### config.mk
export PLATFORM = sky130hd
export DESIGN_NAME = phy_strap_sequencer_flat
export DESIGN_NICKNAME = d
export VERILOG_FILES = /design/src/rtl/phy_strap_sequencer_pkg.sv /design/src/rtl/phy_strap_sequencer_if.sv /design/src/rtl/phy_strap_sequencer.sv /design/src/flat_wrapper.sv
export SDC_FILE = /design/constraint.sdc
export NUM_CORES = 1
export LEC_CHECK = 0
export ABC_CLOCK_PERIOD_IN_PS = 2700
export CAP_MARGIN = 20
export CORE_MARGIN = 4
export CORE_UTILIZATION = 54
export CTS_BUF_LIST = sky130_fd_sc_hd__clkbuf_2
export DETAILED_ROUTE_END_ITERATION = 10
export PLACE_DENSITY = 0.79
export SLEW_MARGIN = 20
export SYNTH_ARGS = -nofsm -noshare
export SYNTH_HDL_FRONTEND = slang
export SYNTH_SLANG_ARGS = --single-unit
### constraint.sdc
create_clock -name clk -period 2.7 [get_ports clk]
set_input_delay 0.675 -clock clk [delete_from_list [all_inputs] [get_ports clk]]
set_output_delay 0.675 -clock clk [all_outputs]
set_load 0.01 [all_outputs]
### src/rtl/phy_strap_sequencer_pkg.sv
// Shared types and default constants for the GMII PHY reset/strap sequencer.
package phy_seq_pkg;

  typedef enum logic [1:0] {
    S_RST,
    S_HOLD,
    S_WAIT,
    S_READY
  } phy_seq_state_t;

  // Strap defaults: MODE = 0001 (GMII), CLK125 enabled, tri-colour LEDs.
  localparam logic [7:0] PHY_STRAP_RXD_GMII = 8'h01;
  localparam logic       PHY_STRAP_RX_DV    = 1'b1;
  localparam logic       PHY_STRAP_CLK125   = 1'b0;

  // Cycle counts for a 125 MHz clk0.
  localparam int PHY_T_RST_CYC   = 1_250_000;  // 10 ms reset low
  localparam int PHY_T_HOLD_CYC  = 125;        // 1 us strap hold
  localparam int PHY_T_READY_CYC = 12_500;     // 100 us PHY wake-up
  localparam int PHY_CNT_W       = 32;

endpackage

### src/rtl/phy_strap_sequencer_if.sv
// Signal bundle between the sequencer, the GPIO request bit and the GMII pads.
interface phy_strap_sequencer_if;

  logic       sw_reset_req;
  logic       phy_rst_n;
  logic       strap_oe;
  logic [7:0] strap_rxd;
  logic       strap_rx_dv;
  logic       strap_clk125;
  logic       mac_reset;
  logic       phy_ready;
  logic       busy;
  logic [7:0] seq_count;

  // Sequencer side.
  modport master (
    input  sw_reset_req,
    output phy_rst_n, strap_oe, strap_rxd, strap_rx_dv, strap_clk125,
    output mac_reset, phy_ready, busy, seq_count
  );

  // GPIO / pad / MAC side.
  modport slave (
    output sw_reset_req,
    input  phy_rst_n, strap_oe, strap_rxd, strap_rx_dv, strap_clk125,
    input  mac_reset, phy_ready, busy, seq_count
  );

endinterface

### src/rtl/phy_strap_sequencer.sv
// Drives PHY reset and strap pins, releases them in order with hold time,
// waits for the PHY to wake up, then releases the MAC. A rising edge on
// sw_reset_req restarts the whole sequence from any state.
module phy_strap_sequencer
  import phy_seq_pkg::*;
#(
  parameter int         T_RST_CYC    = PHY_T_RST_CYC,
  parameter int         T_HOLD_CYC   = PHY_T_HOLD_CYC,
  parameter int         T_READY_CYC  = PHY_T_READY_CYC,
  parameter int         CNT_W        = PHY_CNT_W,
  parameter logic [7:0] STRAP_RXD    = PHY_STRAP_RXD_GMII,
  parameter logic       STRAP_RX_DV  = PHY_STRAP_RX_DV,
  parameter logic       STRAP_CLK125 = PHY_STRAP_CLK125
) (
  input  logic                  clk,
  input  logic                  rst,
  phy_strap_sequencer_if.master bus
);

  localparam logic [CNT_W-1:0] LD_RST   = CNT_W'(T_RST_CYC - 1);
  localparam logic [CNT_W-1:0] LD_HOLD  = CNT_W'(T_HOLD_CYC - 1);
  localparam logic [CNT_W-1:0] LD_READY = CNT_W'(T_READY_CYC - 1);

  phy_seq_state_t   state;
  logic [CNT_W-1:0] tmr;
  logic             req_q;
  logic             req_rise;

  logic             phy_rst_n;
  logic             strap_oe;
  logic             mac_reset;
  logic             phy_ready;
  logic             busy;
  logic [7:0]       seq_count;

  assign req_rise = bus.sw_reset_req & ~req_q;

  // Sequencer FSM: shared down-counter, registered outputs, request override.
  always_ff @(posedge clk or posedge rst) begin
    if (rst) begin
      state     <= S_RST;
      tmr       <= LD_RST;
      req_q     <= 1'b0;
      phy_rst_n <= 1'b0;
      strap_oe  <= 1'b1;
      mac_reset <= 1'b1;
      phy_ready <= 1'b0;
      busy      <= 1'b1;
      seq_count <= 8'd0;
    end else begin
      // NOTE: non-blocking, so req_rise above still sees last cycle's req_q.
      req_q <= bus.sw_reset_req;
      if (req_rise) begin
        // A fresh request wins over any timer expiry on the same edge.
        state     <= S_RST;
        tmr       <= LD_RST;
        phy_rst_n <= 1'b0;
        strap_oe  <= 1'b1;
        mac_reset <= 1'b1;
        phy_ready <= 1'b0;
        busy      <= 1'b1;
      end else begin
        unique case (state)
          S_RST: begin
            if (tmr == '0) begin
              state     <= S_HOLD;
              tmr       <= LD_HOLD;
              phy_rst_n <= 1'b1;
            end else begin
              tmr <= tmr - 1'b1;
            end
          end
          S_HOLD: begin
            if (tmr == '0) begin
              state    <= S_WAIT;
              tmr      <= LD_READY;
              strap_oe <= 1'b0;
            end else begin
              tmr <= tmr - 1'b1;
            end
          end
          S_WAIT: begin
            if (tmr == '0) begin
              state     <= S_READY;
              mac_reset <= 1'b0;
              phy_ready <= 1'b1;
              busy      <= 1'b0;
              if (seq_count != 8'hFF) seq_count <= seq_count + 8'd1;
            end else begin
              tmr <= tmr - 1'b1;
            end
          end
          S_READY: begin
            // Stays here until a request or reset.
          end
          default: begin
            state <= S_RST;
            tmr   <= LD_RST;
          end
        endcase
      end
    end
  end

  assign bus.phy_rst_n    = phy_rst_n;
  assign bus.strap_oe     = strap_oe;
  assign bus.mac_reset    = mac_reset;
  assign bus.phy_ready    = phy_ready;
  assign bus.busy         = busy;
  assign bus.seq_count    = seq_count;
  assign bus.strap_rxd    = STRAP_RXD;
  assign bus.strap_rx_dv  = STRAP_RX_DV;
  assign bus.strap_clk125 = STRAP_CLK125;

endmodule

### src/flat_wrapper.sv
// flat-port wrapper written by rule: the top's interface ports become plain ports
module phy_strap_sequencer_flat import phy_seq_pkg::*;
#(
  parameter int         T_RST_CYC    = PHY_T_RST_CYC,
  parameter int         T_HOLD_CYC   = PHY_T_HOLD_CYC,
  parameter int         T_READY_CYC  = PHY_T_READY_CYC,
  parameter int         CNT_W        = PHY_CNT_W,
  parameter logic [7:0] STRAP_RXD    = PHY_STRAP_RXD_GMII,
  parameter logic       STRAP_RX_DV  = PHY_STRAP_RX_DV,
  parameter logic       STRAP_CLK125 = PHY_STRAP_CLK125
)
  (clk, rst, bus_sw_reset_req, bus_phy_rst_n, bus_strap_oe, bus_strap_rxd, bus_strap_rx_dv, bus_strap_clk125, bus_mac_reset, bus_phy_ready, bus_busy, bus_seq_count);
  phy_strap_sequencer_if bus_i ();
  input  logic clk;
  input  logic rst;
  input wire logic [$bits(bus_i.sw_reset_req)-1:0] bus_sw_reset_req;
  output wire logic [$bits(bus_i.phy_rst_n)-1:0] bus_phy_rst_n;
  output wire logic [$bits(bus_i.strap_oe)-1:0] bus_strap_oe;
  output wire logic [$bits(bus_i.strap_rxd)-1:0] bus_strap_rxd;
  output wire logic [$bits(bus_i.strap_rx_dv)-1:0] bus_strap_rx_dv;
  output wire logic [$bits(bus_i.strap_clk125)-1:0] bus_strap_clk125;
  output wire logic [$bits(bus_i.mac_reset)-1:0] bus_mac_reset;
  output wire logic [$bits(bus_i.phy_ready)-1:0] bus_phy_ready;
  output wire logic [$bits(bus_i.busy)-1:0] bus_busy;
  output wire logic [$bits(bus_i.seq_count)-1:0] bus_seq_count;
  assign bus_i.sw_reset_req = bus_sw_reset_req;
  assign bus_phy_rst_n = bus_i.phy_rst_n;
  assign bus_strap_oe = bus_i.strap_oe;
  assign bus_strap_rxd = bus_i.strap_rxd;
  assign bus_strap_rx_dv = bus_i.strap_rx_dv;
  assign bus_strap_clk125 = bus_i.strap_clk125;
  assign bus_mac_reset = bus_i.mac_reset;
  assign bus_phy_ready = bus_i.phy_ready;
  assign bus_busy = bus_i.busy;
  assign bus_seq_count = bus_i.seq_count;
  phy_strap_sequencer #(.T_RST_CYC(T_RST_CYC), .T_HOLD_CYC(T_HOLD_CYC), .T_READY_CYC(T_READY_CYC), .CNT_W(CNT_W), .STRAP_RXD(STRAP_RXD), .STRAP_RX_DV(STRAP_RX_DV), .STRAP_CLK125(STRAP_CLK125)) u_core (.clk(clk), .rst(rst), .bus(bus_i));
endmodule
# Word level (Yosys, flattened, before mapping)
# Index checks and enable logic that the tools add are counted.
[totals] output_inout_bits=23 wordCells=53 input_bits=3 register_bits=47
[classes] addsub=2 bitwise_logic=3 eq_ne=7 reduce_logical=13 muxes=20
[op_table] op="32-bit two-way mux" count=4
[op_table] op="32-bit one-hot mux with 3 select lines" count=1
[op_table] op="32-bit zero test" count=1
[op_table] op="32-bit by 1-bit subtractor with 32-bit output (second input constant)" count=1
[op_table] op="1-bit two-way mux" count=10
[op_table] op="3-bit by 1-bit != test with 1-bit output (second input constant)" count=3
[op_table] op="8-bit by 1-bit adder with 8-bit output (second input constant)" count=1
[op_table] op="2-bit two-way mux" count=4
[op_table] op="8-bit != test (second input constant)" count=1
[op_table] op="2-bit AND reduction" count=4
[op_table] op="4-bit AND reduction" count=2
[op_table] op="2-bit nonzero test" count=4
[op_table] op="2-bit one-hot mux with 3 select lines" count=1
[op_table] op="4-bit nonzero test" count=1
[op_table] op="3-bit by 2-bit != test with 1-bit output (second input constant)" count=1
[op_table] op="2-bit by 1-bit == test with 1-bit output (second input constant)" count=1
[op_table] op="2-bit == test (second input constant)" count=1
[op_table] op="2-bit zero test" count=1
[op_table] op="1-bit inverter" count=2
[op_table] op="1-bit AND" count=1

# Depth between registers and ports, before layout
[depth] word_depth=4 depth_mapped=10 mapped_depth_nobuf=8

# Least setup slack after synthesis
# OpenSTA, ideal clock, no wires.
[synth_path] kind="register -> register" from="register u_core.tmr[0]" to="register u_core.seq_count[1], in the netlist u_core.bus.seq_count[1]" setup_slack_ns=0.113 period_less_slack_ns=2.587 n_path_buf=1 t_arrival_ns=2.463 setup_ns=0.125 path_stages_with_launch=9 required_ns=2.575 cell_sequence="dfstp_2 -> inv_1 -> ha_1 -> nor4b_1 -> nand3_1 -> nor3_4 -> and3_1 -> buf_2 -> mux2_2"
[synth_between] elab_chain_len=2
[synth_rtl] element="start: declaration" line_no="phy_strap_sequencer.sv:25" source="logic [CNT_W-1:0] tmr;"
[synth_rtl] element="start signal: assignment" line_no="phy_strap_sequencer.sv:70" source="tmr <= tmr - 1'b1;"
[synth_rtl] element="start signal: assignment" line_no="phy_strap_sequencer.sv:79" source="tmr <= tmr - 1'b1;"
[synth_rtl] element="start signal: assignment" line_no="phy_strap_sequencer.sv:90" source="tmr <= tmr - 1'b1;"
[synth_rtl] element="32-bit zero test" line_no="phy_strap_sequencer.sv:83" source="if (tmr == '0) begin"
[synth_rtl] element="4-bit AND reduction (no source line)"
[synth_rtl] element="end signal: assignment" line_no="phy_strap_sequencer.sv:88" source="if (seq_count != 8'hFF) seq_count <= seq_count + 8'd1;"
[synth_rtl] element="end: declaration" line_no="phy_strap_sequencer.sv:34" source="logic [7:0] seq_count;"
# No other way between the ends.
# A chain may end at the register's enable or synchronous reset.

# Worst setup path in the final report
[layout_path] from="register u_core.tmr[25]" to="register u_core.tmr[29]"
[layout_between] elab_chain_len=4 elab_cells_between_ends=9 cone_classes="add/sub (1); eq/ne (1); mux (5); reduce/logical (2)"
[layout_rtl] element="32-bit by 1-bit subtractor with 32-bit output / 32-bit zero test (equally long branches)"
[layout_rtl] element="32-bit two-way mux, on equally long branches" line_no="phy_strap_sequencer.sv:83, phy_strap_sequencer.sv:65, phy_strap_sequencer.sv:74"
[layout_rtl] element="32-bit one-hot mux with 3 select lines" line_no="phy_strap_sequencer.sv:63" source="unique case (state)"
[layout_rtl] element="32-bit two-way mux" line_no="phy_strap_sequencer.sv:53" source="if (req_rise) begin"
# Parallel ways exist; a longest one is shown, timed or not. The select of a mux whose other input is x is not followed.

==> results.ini <==
[timing]
max_slew_margin_pct = 66.43
finClkSkew_ns = 0.01571
hold_viol = 0
rsz0062_at_grt = false
tightest_slew_ns = 0.5028
setup_viol = 0
hold_ws_ns = 0.4771
finalSetupTns_ns = 0
post-route-worst-setup-slack_ns = 0.08528
period_share_pct = 96.84
fin_crit_ns = 2.615
fmax_mhz = 382.5
drv_slew = 0

[drt]
routed_wirelength_um = 7178
viasPerCell = 6.281
wire_per_inst_um = 16.93
ant_nets = 0
drc = 0
drtIter0Drc = 267
num_vias = 2663
firstDrtPassIters = 5

[finish]
antenna_cells = 0
fill_cells = 460
finalNonFillerCells = 424
fin_nets = 362
fin_area_um2 = 3279
area_delta_synth_final_pct = 16.39
drive_gt1_share_pct = 19.49
final_util_pct = 64.62

[yosys]
postSynthAreaPerCell_um2 = 8.861
synth_seq_cells = 47
synth_area_um2 = 2818
async_flop_share_pct = 100.0
ys_dominant_reg_cell = dfrtp_1
ys_types = 55
synth_edf_count = 0
ys_warn_count = 0
yosysSeqAreaShare_pct = 42.32
netlist_instances = 318

[place]
pre_cts_ws_ns = 0.06351
gp_congestion = 0.8823
placed_cells = 414
io_buffers = 15
dpl_cell_area_um2 = 3159
dp_hpwl_um = 5123

[min_path]
hold_class = flop to flop
hold_path.startpoint = u_core.bus.strap_oe$_DFFE_PP1P_
hold_end = u_core.bus.strap_oe$_DFFE_PP1P_
min_path_cells = 2

[clock_network]
clk_pin_slew_ns = 0.24
h-tree-depth = 2
cts_tree = built
clkLatencyLatePin_ns = 0.44
cts_num_sinks = 47
cts_root_buf = clkbuf_2
hold_buffers = 0
ctsLongestPathBuffers = 2
cts_buffers = 5

[pwr]
irDropWorstVdd_mv = 0.3856
leakage_nw = 1.375
p_per_area_nw_per_um2 = 892.4
p_total_mw = 2.927

[setup_path]
cp_num_buf_inv = 1
crit_family = simple AND/OR/NAND/NOR gates
worstSetupEndpointType = flop
worstPathRequired_ns = 3.07
r2r_slack_ns = 0.09
critPathSlowestCell = or4_4
crit_arrival_ns = 2.98
crit-reg2reg-launch = u_core.tmr[25]$_DFFE_PP0P_
max_stage_delay_ns = 0.56
critPathKind = flop to flop
path_cells = or4_4, or4_4, or3_4, a21oi_4, buf_12, o21ai_0, o21ai_0
start_kind = flop
worstPathMaxFanout = 15
rr_worst_depth = 7
timing.rr.end = u_core.tmr[29]$_DFFE_PP0P_

[floorplan]
core_region_area_um2 = 5075
die_height_um = 80.24
dieArea_um2 = 6438
die_w_um = 80.24
ioPinCount = 26
initial_core_util_pct = 55.52
row_count = 26

[global_route]
overflow = 0
grt_max_degree = 27
track_usage_pct = 24.20
grt_pass1_vias = 2530
grt_pass1_wl_um = 12210
antenna_found_initial = 0

[outcome]
status = finished clean

[flow_run]
max_cap_viol_count = 0

-- worst max-delay path by stage --
stage | slack, ns | depth (start not counted) | from | endpoint
after floorplan | 0.11 | 8 | u_core.tmr[0]$_DFFE_PP1P_ | u_core.bus.seq_count[1]$_DFFE_PP0P_
after global placement | 0.13 | 6 | u_core.tmr[24]$_DFFE_PP0P_ | u_core.tmr[21]$_DFFE_PP0P_
after detailed placement | 0.06 | 7 | u_core.tmr[24]$_DFFE_PP0P_ | u_core.tmr[29]$_DFFE_PP0P_
after CTS | 0.01 | 7 | u_core.tmr[24]$_DFFE_PP0P_ | u_core.tmr[29]$_DFFE_PP0P_
after global routing | 0.01 | 7 | u_core.tmr[21]$_DFFE_PP0P_ | u_core.tmr[22]$_DFFE_PP0P_
final | 0.09 | 7 | u_core.tmr[25]$_DFFE_PP0P_ | u_core.tmr[29]$_DFFE_PP0P_
-- cell usage after synthesis, types with 8 or more instances --
master | instances | share of area, %
dfrtp_1 | 34 | 30
a21oi_1 | 13 | 2.3
buf_4 | 12 | 3.2
nand4_1 | 8 | 1.8
o21ai_1 | 9 | 1.6
nor4_1 | 11 | 2.4
nand2_1 | 30 | 4.0
o21ai_0 | 30 | 5.3
nor2_1 | 20 | 2.7
dfstp_2 | 13 | 12
nor3_1 | 27 | 4.8
-- area by class of cell --
type | instances | area (um2) | share of cell area (%)
sequential | 47 | 1192 | 36.36
clock inverter | 3 | 67.56 | 2.060
clock buffer | 5 | 25.02 | 0.7631
multi-input combinational | 250 | 1503 | 45.82
inverter | 7 | 26.28 | 0.8012
tap | 70 | 87.58 | 2.671
timing repair buffer | 42 | 377.9 | 11.52
-- metal layers --
layer	up-vias	wire [um]	track usage [%]
met3	23	520	4.148
met2	149	3429	38.49
met5	-	0	0
li1	1221	-	-
met1	1270	3015	32.43
met4	0	212	10.30
-- worst register-to-register path, cell delays in order (launching register included) --
cell and delay, ns:
dfrtp_1 0.46, or4_4 0.56, or4_4 0.56, or3_4 0.39, a21oi_4 0.22, buf_12 0.17, o21ai_0 0.10, o21ai_0 0.10
-- cells by family after synthesis --
kind of cell | share of synthesized area (%)
and+or+nand+nor | 26.47
AOI/OAI and AO/OA | 19.49
DFF | 42.32
buffers and inverters | 5.862
xor gates and xnor gates | 2.176
adders and majority gates | 2.664
other | 0.2665
muxes | 0.7549
-- state kept, by name (all words and copies together), names as in the netlist --
register / count
u_core.bus.mac_reset: 1
u_core.bus.phy_ready: 1
u_core.bus.phy_rst_n: 1
u_core.bus.seq_count: 8
u_core.bus.strap_oe: 1
u_core.req_q: 1
u_core.state: 2
u_core.tmr: 32
-- timing repair --
action	4_1_cts	5_1_grt
setup endpoints to repair	0	19
buffers inserted	0	2
hold endpoints to repair	0	0
gates resized for setup	0	3
-- power breakdown --
part	internal (mW)	total (mW)	switching, mW
clock	0.248	0.487	0.239
combinational	0.571	1.44	0.866
sequential	0.872	1.00	0.130
-- cell usage in the layout (no fill, tap or decap), drive strengths merged, types with 2 or more instances in the layout --
cell type      count
nor2              20
nor2b              2
nor3b              4
or2                5
or3                8
o311ai             3
a21o               4
clkbuf             5
nand2             32
nand2b             2
a22oi              3
inv                7
o21bai             2
o31ai              2
or4                4
a21oi             14
xnor2              6
a211oi             3
buf               27
dfrtp             34
nand3              7
o211ai             2
nand4              8
conb              10
dfstp             13
clkdlybuf4s50     15
o21ai             40
and3               3
nor3              29
a31oi              7
nor4              11
bufinv             2
ha                 6
(Power assumes the default switching activity.)
